<file path="src/rtl/axi_lite_pkg.sv">
// Shared AXI4-Lite constants: channel widths and response codes.
package axi_lite_pkg;
    localparam int AXI_DATA_W = 32;
    localparam int AXI_ADDR_W = 32;
    localparam int AXI_STRB_W = 4;

    typedef logic [1:0] resp_t;

    localparam resp_t RESP_OKAY   = 2'b00;
    localparam resp_t RESP_SLVERR = 2'b10;
endpackage

</file>
<file path="src/rtl/axi_if.sv">
// AXI4-Lite bundle (AW/W/B/AR/R) with master and slave views.
// Handshake: a transfer happens on a rising edge where VALID && READY; once VALID
// is raised the source holds it and its payload stable until that edge.
interface axi_if;
    import axi_lite_pkg::*;

    logic                  awvalid;
    logic                  awready;
    logic [AXI_ADDR_W-1:0] awaddr;
    logic                  wvalid;
    logic                  wready;
    logic [AXI_DATA_W-1:0] wdata;
    logic [AXI_STRB_W-1:0] wstrb;
    logic                  bvalid;
    logic                  bready;
    resp_t                 bresp;
    logic                  arvalid;
    logic                  arready;
    logic [AXI_ADDR_W-1:0] araddr;
    logic                  rvalid;
    logic                  rready;
    logic [AXI_DATA_W-1:0] rdata;
    resp_t                 rresp;

    modport slave (
        input  awvalid, awaddr, wvalid, wdata, wstrb, bready, arvalid, araddr, rready,
        output awready, wready, bvalid, bresp, arready, rvalid, rdata, rresp
    );

    modport master (
        output awvalid, awaddr, wvalid, wdata, wstrb, bready, arvalid, araddr, rready,
        input  awready, wready, bvalid, bresp, arready, rvalid, rdata, rresp
    );
endinterface

</file>
<file path="src/rtl/axi_lite_strb_merge.sv">
// Byte-lane merge: each byte of the result comes from wdata where its strobe is set,
// otherwise from the old word.
module axi_lite_strb_merge
    import axi_lite_pkg::*;
(
    input  logic [AXI_DATA_W-1:0] old_word,
    input  logic [AXI_DATA_W-1:0] wdata,
    input  logic [AXI_STRB_W-1:0] wstrb,
    output logic [AXI_DATA_W-1:0] merged
);
    always_comb begin
        merged = old_word;
        for (int k = 0; k < AXI_STRB_W; k++) begin
            if (wstrb[k]) merged[8*k +: 8] = wdata[8*k +: 8];
        end
    end
endmodule

</file>
<file path="src/rtl/axi_lite_regfile.sv">
// AXI4-Lite slave exposing NUM_REGS 32-bit registers, with a flat live copy on reg_out.
// Write and read paths are independent; AW and W may arrive in either order.
module axi_lite_regfile
    import axi_lite_pkg::*;
#(
    parameter int          NUM_REGS  = 8,
    parameter logic [31:0] RESET_VAL = 32'h0000_0000
) (
    input  logic                  ACLK,
    input  logic                  ARESETn,
    axi_if.slave                  axi,
    output logic [NUM_REGS*32-1:0] reg_out
);
    localparam int IDX_W = $clog2(NUM_REGS);

    logic [AXI_DATA_W-1:0] regs [NUM_REGS];

    logic                  aw_held;
    logic                  w_held;
    logic [AXI_ADDR_W-1:0] aw_addr_q;
    logic [AXI_DATA_W-1:0] w_data_q;
    logic [AXI_STRB_W-1:0] w_strb_q;
    logic                  bvalid_q;
    resp_t                 bresp_q;
    logic                  rvalid_q;
    logic [AXI_DATA_W-1:0] rdata_q;
    resp_t                 rresp_q;

    logic                  aw_hs;
    logic                  w_hs;
    logic                  ar_hs;
    logic                  commit;
    logic [AXI_ADDR_W-1:0] wr_addr;
    logic [AXI_DATA_W-1:0] wr_data;
    logic [AXI_STRB_W-1:0] wr_strb;
    logic [IDX_W-1:0]      wr_idx;
    logic [IDX_W-1:0]      rd_idx;
    logic                  wr_ok;
    logic                  rd_ok;
    logic [AXI_DATA_W-1:0] merged;
    logic                  unused_addr_bits;

    assign axi.awready = !aw_held && !bvalid_q;
    assign axi.wready  = !w_held && !bvalid_q;
    assign axi.arready = !rvalid_q || axi.rready;
    assign axi.bvalid  = bvalid_q;
    assign axi.bresp   = bresp_q;
    assign axi.rvalid  = rvalid_q;
    assign axi.rdata   = rdata_q;
    assign axi.rresp   = rresp_q;

    assign aw_hs = axi.awvalid && axi.awready;
    assign w_hs  = axi.wvalid && axi.wready;
    assign ar_hs = axi.arvalid && axi.arready;

    // A channel that handshakes on the commit edge is used directly, never parked.
    assign wr_addr = aw_held ? aw_addr_q : axi.awaddr;
    assign wr_data = w_held ? w_data_q : axi.wdata;
    assign wr_strb = w_held ? w_strb_q : axi.wstrb;
    assign commit  = (aw_held || aw_hs) && (w_held || w_hs);

    assign wr_idx = wr_addr[IDX_W+1:2];
    assign rd_idx = axi.araddr[IDX_W+1:2];
    assign wr_ok  = (wr_addr[AXI_ADDR_W-1:IDX_W+2] == '0);
    assign rd_ok  = (axi.araddr[AXI_ADDR_W-1:IDX_W+2] == '0);

    assign unused_addr_bits = ^{wr_addr[1:0], axi.araddr[1:0]};

    axi_lite_strb_merge u_merge (
        .old_word (regs[wr_idx]),
        .wdata    (wr_data),
        .wstrb    (wr_strb),
        .merged   (merged)
    );

    always_ff @(posedge ACLK or negedge ARESETn) begin
        if (!ARESETn) begin
            aw_held   <= 1'b0;
            w_held    <= 1'b0;
            aw_addr_q <= '0;
            w_data_q  <= '0;
            w_strb_q  <= '0;
            bvalid_q  <= 1'b0;
            bresp_q   <= RESP_OKAY;
        end else if (commit) begin
            aw_held  <= 1'b0;
            w_held   <= 1'b0;
            bvalid_q <= 1'b1;
            bresp_q  <= wr_ok ? RESP_OKAY : RESP_SLVERR;
        end else begin
            if (aw_hs) begin
                aw_held   <= 1'b1;
                aw_addr_q <= axi.awaddr;
            end
            if (w_hs) begin
                w_held   <= 1'b1;
                w_data_q <= axi.wdata;
                w_strb_q <= axi.wstrb;
            end
            if (bvalid_q && axi.bready) bvalid_q <= 1'b0;
        end
    end

    always_ff @(posedge ACLK or negedge ARESETn) begin
        if (!ARESETn) begin
            for (int i = 0; i < NUM_REGS; i++) regs[i] <= RESET_VAL;
        end else if (commit && wr_ok) begin
            regs[wr_idx] <= merged;
        end
    end

    // Nonblocking read of regs returns the pre-commit value on a same-edge write.
    always_ff @(posedge ACLK or negedge ARESETn) begin
        if (!ARESETn) begin
            rvalid_q <= 1'b0;
            rdata_q  <= '0;
            rresp_q  <= RESP_OKAY;
        end else if (ar_hs) begin
            rvalid_q <= 1'b1;
            rdata_q  <= rd_ok ? regs[rd_idx] : '0;
            rresp_q  <= rd_ok ? RESP_OKAY : RESP_SLVERR;
        end else if (axi.rready) begin
            rvalid_q <= 1'b0;
        end
    end

    for (genvar g = 0; g < NUM_REGS; g++) begin : g_reg_out
        assign reg_out[32*g +: 32] = regs[g];
    end
endmodule

</file>
<file path="src/flat_wrapper.sv">
// flat-port wrapper written by rule: the top's interface ports become plain ports
module axi_lite_regfile_flat import axi_lite_pkg::*;
#(
    parameter int          NUM_REGS  = 8,
    parameter logic [31:0] RESET_VAL = 32'h0000_0000
)
  (ACLK, ARESETn, reg_out, axi_awvalid, axi_awaddr, axi_wvalid, axi_wdata, axi_wstrb, axi_bready, axi_arvalid, axi_araddr, axi_rready, axi_awready, axi_wready, axi_bvalid, axi_bresp, axi_arready, axi_rvalid, axi_rdata, axi_rresp);
  axi_if axi_i ();
  input  logic ACLK;
  input  logic ARESETn;
  output logic [NUM_REGS*32-1:0] reg_out;
  input wire logic [$bits(axi_i.awvalid)-1:0] axi_awvalid;
  input wire logic [$bits(axi_i.awaddr)-1:0] axi_awaddr;
  input wire logic [$bits(axi_i.wvalid)-1:0] axi_wvalid;
  input wire logic [$bits(axi_i.wdata)-1:0] axi_wdata;
  input wire logic [$bits(axi_i.wstrb)-1:0] axi_wstrb;
  input wire logic [$bits(axi_i.bready)-1:0] axi_bready;
  input wire logic [$bits(axi_i.arvalid)-1:0] axi_arvalid;
  input wire logic [$bits(axi_i.araddr)-1:0] axi_araddr;
  input wire logic [$bits(axi_i.rready)-1:0] axi_rready;
  output wire logic [$bits(axi_i.awready)-1:0] axi_awready;
  output wire logic [$bits(axi_i.wready)-1:0] axi_wready;
  output wire logic [$bits(axi_i.bvalid)-1:0] axi_bvalid;
  output wire logic [$bits(axi_i.bresp)-1:0] axi_bresp;
  output wire logic [$bits(axi_i.arready)-1:0] axi_arready;
  output wire logic [$bits(axi_i.rvalid)-1:0] axi_rvalid;
  output wire logic [$bits(axi_i.rdata)-1:0] axi_rdata;
  output wire logic [$bits(axi_i.rresp)-1:0] axi_rresp;
  assign axi_i.awvalid = axi_awvalid;
  assign axi_i.awaddr = axi_awaddr;
  assign axi_i.wvalid = axi_wvalid;
  assign axi_i.wdata = axi_wdata;
  assign axi_i.wstrb = axi_wstrb;
  assign axi_i.bready = axi_bready;
  assign axi_i.arvalid = axi_arvalid;
  assign axi_i.araddr = axi_araddr;
  assign axi_i.rready = axi_rready;
  assign axi_awready = axi_i.awready;
  assign axi_wready = axi_i.wready;
  assign axi_bvalid = axi_i.bvalid;
  assign axi_bresp = axi_i.bresp;
  assign axi_arready = axi_i.arready;
  assign axi_rvalid = axi_i.rvalid;
  assign axi_rdata = axi_i.rdata;
  assign axi_rresp = axi_i.rresp;
  axi_lite_regfile #(.NUM_REGS(NUM_REGS), .RESET_VAL(RESET_VAL)) u_core (.ACLK(ACLK), .ARESETn(ARESETn), .axi(axi_i), .reg_out(reg_out));
endmodule
</file>
<file path="config.mk">
export PLATFORM = sky130hd
export DESIGN_NAME = axi_lite_regfile_flat
export DESIGN_NICKNAME = d
export VERILOG_FILES = /design/src/rtl/axi_lite_pkg.sv /design/src/rtl/axi_if.sv /design/src/rtl/axi_lite_strb_merge.sv /design/src/rtl/axi_lite_regfile.sv /design/src/flat_wrapper.sv
export SDC_FILE = /design/constraint.sdc
export NUM_CORES = 1
export LEC_CHECK = 0
export CAP_MARGIN = 5
export CORE_MARGIN = 10
export CORE_UTILIZATION = 36
export CTS_BUF_LIST = sky130_fd_sc_hd__clkbuf_16
export DETAILED_ROUTE_END_ITERATION = 16
export PLACE_DENSITY_LB_ADDON = 0.15
export SLEW_MARGIN = 20
export SYNTH_ARGS = -nofsm -noshare
export SYNTH_HDL_FRONTEND = slang
export SYNTH_HIERARCHICAL = 1
export SYNTH_SLANG_ARGS = --single-unit
</file>
<file path="constraint.sdc">
create_clock -name ACLK -period 3 [get_ports ACLK]
set_input_delay 0.6 -clock ACLK [delete_from_list [all_inputs] [get_ports ACLK]]
set_output_delay 0.6 -clock ACLK [all_outputs]
set_load 0.03 [all_outputs]
</file>
==> impl_metrics.json, run 1 <==
{
  "total_power_mw": 15.1,
  "slew_headroom_pct": 44.5,
  "area.sequential_um2": 9010,
  "dr.pass1.iters": 5,
  "dp_slack_ns": -0.315,
  "netlist_instances": 1376,
  "gr-total-overflow": 0,
  "num_rows": 82,
  "fin_util_pct": 49.9,
  "ant_nets": 0,
  "drt_iter0_markers": 914,
  "worstPathMaxFanout": 22,
  "multi_input_area_um2": 8950,
  "vias": 13997,
  "final_common_cell": "clkdlybuf4s50_1",
  "cp.required_ns": 3.43,
  "max_freq_mhz": 365,
  "crit_top_cell": "buf_12",
  "syn_to_final_growth_pct": 36.8,
  "fin_setup_tns_ns": 0,
  "wl_um": 70700,
  "period_share_pct": 91.4,
  "fin_nets": 1915,
  "clockBufferDepth": 3,
  "synthArstFlopShare_pct": 100,
  "synth_seq_area_share_pct": 49.2,
  "hpwl_um": 49300,
  "crit_arrival_ns": 3.18,
  "grtUsageTotal_pct": 22.9,
  "cts_buffers": 42,
  "ys_types": 41,
  "finalInstanceArea_um2": 25000,
  "vdd_drop_max_mv": 0.309,
  "period_needed_ns": 2.74,
  "status": "finished, final reports clean",
  "drive_gt1_share_pct": 34.5,
  "dieArea_um2": 60200,
  "root_buffer": "clkbuf_16",
  "dpl_cell_area_um2": 23800,
  "ios": 404,
  "cts_hold_buf": 0,
  "htree_levels": 2,
  "cpLargestDelayFamily": "simple AND/OR/NAND/NOR gates",
  "via_per_inst": 5.57,
  "yosysWarnings": 6,
  "hold_viol_final": 0,
  "rsz0062_at_grt": "false",
  "routedWlPerCell_um": 28.1,
  "drc": 0,
  "post_cts_buffers": 0,
  "grt_pass1_wl_um": 103000,
  "clock_latency_ns": 0.56,
  "cp-start-kind": "flop",
  "worst_slack_ns": 0.257,
  "ys.flop_type": "dfrtp_1",
  "syn_avg_cell_area_um2": 13.3,
  "numPortBuffers": 397,
  "clk_pin_slew_ns": 0.06,
  "cts_sinks": 360,
  "final_cell_mix": "clkdlybuf4s50_1, dfrtp_1, mux2_2, nand2_1, mux4_2",
  "setup_viol": 0,
  "ys_ff_latch": 360,
  "fill_cells": 4467,
  "antenna_found_initial": 8,
  "grt_pass1_vias": 14555,
  "path_cells": "buf_12 > mux2_4 > buf_12 > nor2_4 > nand4_1 > buf_4 > mux2_2",
  "synth_edf_count": 0,
  "die_h_um": 245,
  "routabilityCongestion": 0.827,
  "finClkSkew_ns": 0.0124,
  "coreArea_um2": 50200,
  "maxCapViolations": 0,
  "hp-class": "input port to async pin",
  "slowest_delay_ns": 0.63,
  "p_per_area_nw_per_um2": 602,
  "syn_area_um2": 18300,
  "crit_type": "flop to flop",
  "die_x_um": 245,
  "cts_tree": "done",
  "tightest_slew_ns": 0.830,
  "cp_slowest_cell": "nor2_4",
  "end_kind": "flop",
  "p_leak_nw": 11.0,
  "start_util_pct": 36.5,
  "grt_max_degree": 75,
  "path_buf_inv": 3,
  "drv_slew": 0,
  "cts_resized": 0
}
[synthesized netlist by cell type (3+ instances only)]
master,instances,area [um2]
buf_2,27,135
nor4_1,17,106
nand3_1,10,50.1
a21oi_1,43,215
a221oi_1,6,52.6
nand2_1,166,623
o2bb2ai_1,4,35.0
a22oi_1,12,90.1
clkbuf_1,42,158
mux2_2,361,4070
nand3b_1,4,30.0
dfrtp_1,360,9010
o21ai_0,38,190
buf_6,4,45.0
mux2_4,32,480
a222oi_1,3,30.0
nand2b_1,3,18.8
mux2i_1,42,420
a211oi_1,26,195
nor3_1,8,40.0
nor2b_1,3,18.8
buf_1,25,93.8
nor2_1,14,52.6
nand4_1,8,50.1
mux4_2,81,1820
o22ai_1,13,81.3
o221ai_1,4,35.0
[power breakdown]
group / switching [mW] / total (mW) / leakage (nW) / internal (mW)
Combinational: 2.56 / 4.54 / 5.44 / 1.98
Sequential: 0.344 / 5.72 / 4.85 / 5.37
Clock: 2.04 / 4.80 / 0.679 / 2.76
Total: 4.95 / 15.1 / 11.0 / 10.1
[worst register-to-register path, stage by stage (launching register included)]
cell and delay, ns:
dfrtp_1 0.37, buf_12 0.19, mux2_4 0.37, buf_12 0.16, nor2_4 0.63, nand4_1 0.22, buf_4 0.33, mux2_2 0.35
[layout make-up]
| cell class | count | area share [%] |
|---|---|---|
| antenna | 5 | 0.0500 |
| clock buffer | 45 | 4.50 |
| clock inverter | 28 | 0.550 |
| inverter | 2 | 0.0300 |
| multi-input combinational | 915 | 35.8 |
| sequential | 360 | 36.0 |
| tap | 672 | 3.36 |
| timing repair buffer | 487 | 19.8 |
[metrics by stage]
stage / instances / hold slack [ns]
floorplan: 1377 / 0.304
global placement: 2436 / 0.460
detailed placement: 2436 / 0.471
CTS: 2509 / 0.0238
global route: 2514 / 0.0500
finish: 2514 / 0.0219
[state kept, by name (all words and copies together) (netlist names)]
signal and count:
u_core/axi.rvalid 1, u_core/w_strb_q 4, u_core/w_held 1, u_core/axi.rresp 1, u_core/axi.rdata 32, u_core/axi.bresp 1
u_core/reg_out 256, u_core/axi.bvalid 1, u_core/aw_held 1, u_core/w_data_q 32, u_core/aw_addr_q 30
[layer usage]
metal / track usage [%] / share of wire (%) / vias up
met4: 6.48 / 2.1 / 2
met3: 5.26 / 6.6 / 84
met5: 0 / 0.018 / -
met1: 29.7 / 42 / 7351
li1: - / - / 6051
met2: 37.9 / 49 / 509
[path summary, 6_finish.rpt]
kind / start / endpoint / slack, ns / cells past startpoint
worst max-delay path: u_core/aw_held / u_core/reg_out[144] / 0.26 / 7
max in group asynchronous: ARESETn / u_core/reg_out[141] / 2.12 / 2
worst min register to register: u_core/axi.rdata[23] / u_core/axi.rdata[23] / 0.48 / 2
worst max register to register: u_core/aw_held / u_core/reg_out[144] / 0.26 / 7
worst min-delay path: ARESETn / u_core/w_data_q[26] / 0.02 / 1
min in group ACLK: u_core/axi.rdata[23] / u_core/axi.rdata[23] / 0.48 / 2
[cells by family (layout without fill, tap and decap cells)]
family	after synthesis	in the layout	share of synthesized area (%)
muxes	516	516	37.1
DFF	360	360	49.2
and+or+nand+nor	237	237	5.59
AOI/OAI and AO/OA	160	160	5.55
buffers and inverters	102	562	2.48
other	1	7	0.0205
Power figures use the tool's default switching activity.
==> inputs of run 2 (changes only) <==
clock period = 3.1 ns   (was 3 ns; I/O delays follow)
==> run 2 against run 1 <==
Power down 0.73%. Non-clock buffer count down 2. Via count down 0.84%. Sequential power down 3%. Sequential share of layout area down 0.14 points. Final area up 0.39%. Largest cell class unchanged.
==> impl_metrics.json, run 2 (synthesis gave the netlist of run 1 again) <==
{
  "crit_arrival_ns": 3.36,
  "period_share_pct": 94.0,
  "fin_nets": 1913,
  "ios": 404,
  "cts_tree": "done",
  "die_x_um": 245,
  "cts_hold_buf": 0,
  "clock_latency_ns": 0.56,
  "end_kind": "flop",
  "ant_nets": 0,
  "largest_reg_flops": 256,
  "vdd_drop_max_mv": 0.329,
  "num_rows": 82,
  "numPortBuffers": 397,
  "final_cells": 2512,
  "slowest_delay_ns": 0.87,
  "drt_iter0_markers": 897,
  "start_util_pct": 36.5,
  "worstPathMaxFanout": 32,
  "rsz0062_at_grt": "false",
  "path_buf_inv": 1,
  "fill_cells": 4509,
  "cp_slowest_cell": "nor2_2",
  "routedWlPerCell_um": 28.1,
  "drive_gt1_share_pct": 34.6,
  "routabilityCongestion": 0.824,
  "grtUsageTotal_pct": 23.1,
  "cts_buffers": 42,
  "dp.cells": 2434,
  "cp.required_ns": 3.55,
  "finClkSkew_ns": 0.00766,
  "hpwl_um": 49400,
  "coreArea_um2": 50200,
  "worst_slack_ns": 0.185,
  "whs_ns": 0.0298,
  "die_h_um": 245,
  "maxCapViolations": 0,
  "area.sequential_um2": 9010,
  "via_per_inst": 5.53,
  "p_per_area_nw_per_um2": 595,
  "syn_to_final_growth_pct": 37.4,
  "dr.pass1.iters": 5,
  "vias": 13879,
  "htree_levels": 2,
  "final_common_cell": "clkdlybuf4s50_1",
  "grt_pass1_wl_um": 104000,
  "tightest_slew_ns": 1.15,
  "p_leak_nw": 11.0,
  "status": "finished, final reports clean",
  "period_needed_ns": 2.91,
  "drc": 0,
  "cpLargestDelayFamily": "simple AND/OR/NAND/NOR gates",
  "wl_um": 70600,
  "final_cell_mix": "clkdlybuf4s50_1, dfrtp_1, mux2_2, nand2_1, mux4_2",
  "clk_pin_slew_ns": 0.06,
  "gr-total-overflow": 0,
  "hold_viol_final": 0,
  "path_cells": "mux2_4 > nor2_2 > nand4_1 > buf_12 > mux2_2",
  "slew_headroom_pct": 23.4,
  "cts_resized": 0,
  "crit_type": "flop to flop",
  "clockBufferDepth": 3,
  "antenna_found_initial": 7,
  "cts_sinks": 360,
  "multi_input_area_um2": 8940,
  "dieArea_um2": 60200,
  "dp_slack_ns": -0.187,
  "root_buffer": "clkbuf_16",
  "grt_pass1_vias": 14833,
  "max_freq_mhz": 343,
  "setup_viol": 0,
  "post_cts_buffers": 0,
  "drv_slew": 0,
  "grt_max_degree": 77,
  "hp-class": "input port to async pin",
  "cp-start-kind": "flop"
}
[run 2: final timing paths]
kind                                      start              endpoint  slack, ns  cells past startpoint
max                              u_core/aw_held    u_core/reg_out[20]       0.19                      5
min                                     ARESETn  u_core/aw_addr_q[14]       0.03                      1
max reg2reg                      u_core/aw_held    u_core/reg_out[20]       0.19                      5
min reg2reg                u_core/axi.rdata[23]  u_core/axi.rdata[23]       0.48                      2
max in group asynchronous               ARESETn    u_core/reg_out[76]       2.18                      2
min in group ACLK          u_core/axi.rdata[23]  u_core/axi.rdata[23]       0.48                      2
[run 2: power by group]
part	switching, mW	internal, mW	leakage, nW
clock	2.00	2.92	0.682
combinational	2.52	1.96	5.45
sequential	0.345	5.20	4.85
total	4.86	10.1	11.0
[run 2: stage by stage]
| step | power (mW) | instance area [um2] | utilization (%) | TNS, ns |
|---|---|---|---|---|
| floorplan | 8.02 | 18300 | - | 0 |
| global placement | 10.0 | 23800 | 47.4 | -16.14 |
| detailed placement | 10.1 | 23800 | 47.4 | -19.50 |
| CTS | 15.1 | 25100 | 50.1 | 0 |
| global route | 15.6 | 25100 | 50.1 | 0 |
| finish | 15.0 | 25100 | 50.1 | 0 |
[run 2: worst reg2reg max path, stage by stage, from the launching register on]
cell and delay, ns:
dfrtp_1 0.62, mux2_4 0.38, nor2_2 0.87, nand4_1 0.30
buf_12 0.30, mux2_2 0.33
[run 2: per-layer routing]
| layer | vias to the layer above | part of all wire [%] | global-route usage [%] |
|---|---|---|---|
| li1 | 6019 | - | - |
| met1 | 7236 | 42 | 29.9 |
| met2 | 534 | 48 | 37.9 |
| met3 | 88 | 7.2 | 5.22 |
| met4 | 2 | 2.1 | 7.01 |
| met5 | - | 0.025 | 0 |
[run 2: final cells by class]
cell class	count	share of cell area, %
Sequential cell	360	35.9
Inverter	2	0.0299
Clock inverter	28	0.866
Clock buffer	45	4.48
Timing Repair Buffer	485	19.8
Antenna cell	5	0.0498
Multi-Input combinational cell	915	35.6
Tap cell	672	3.35
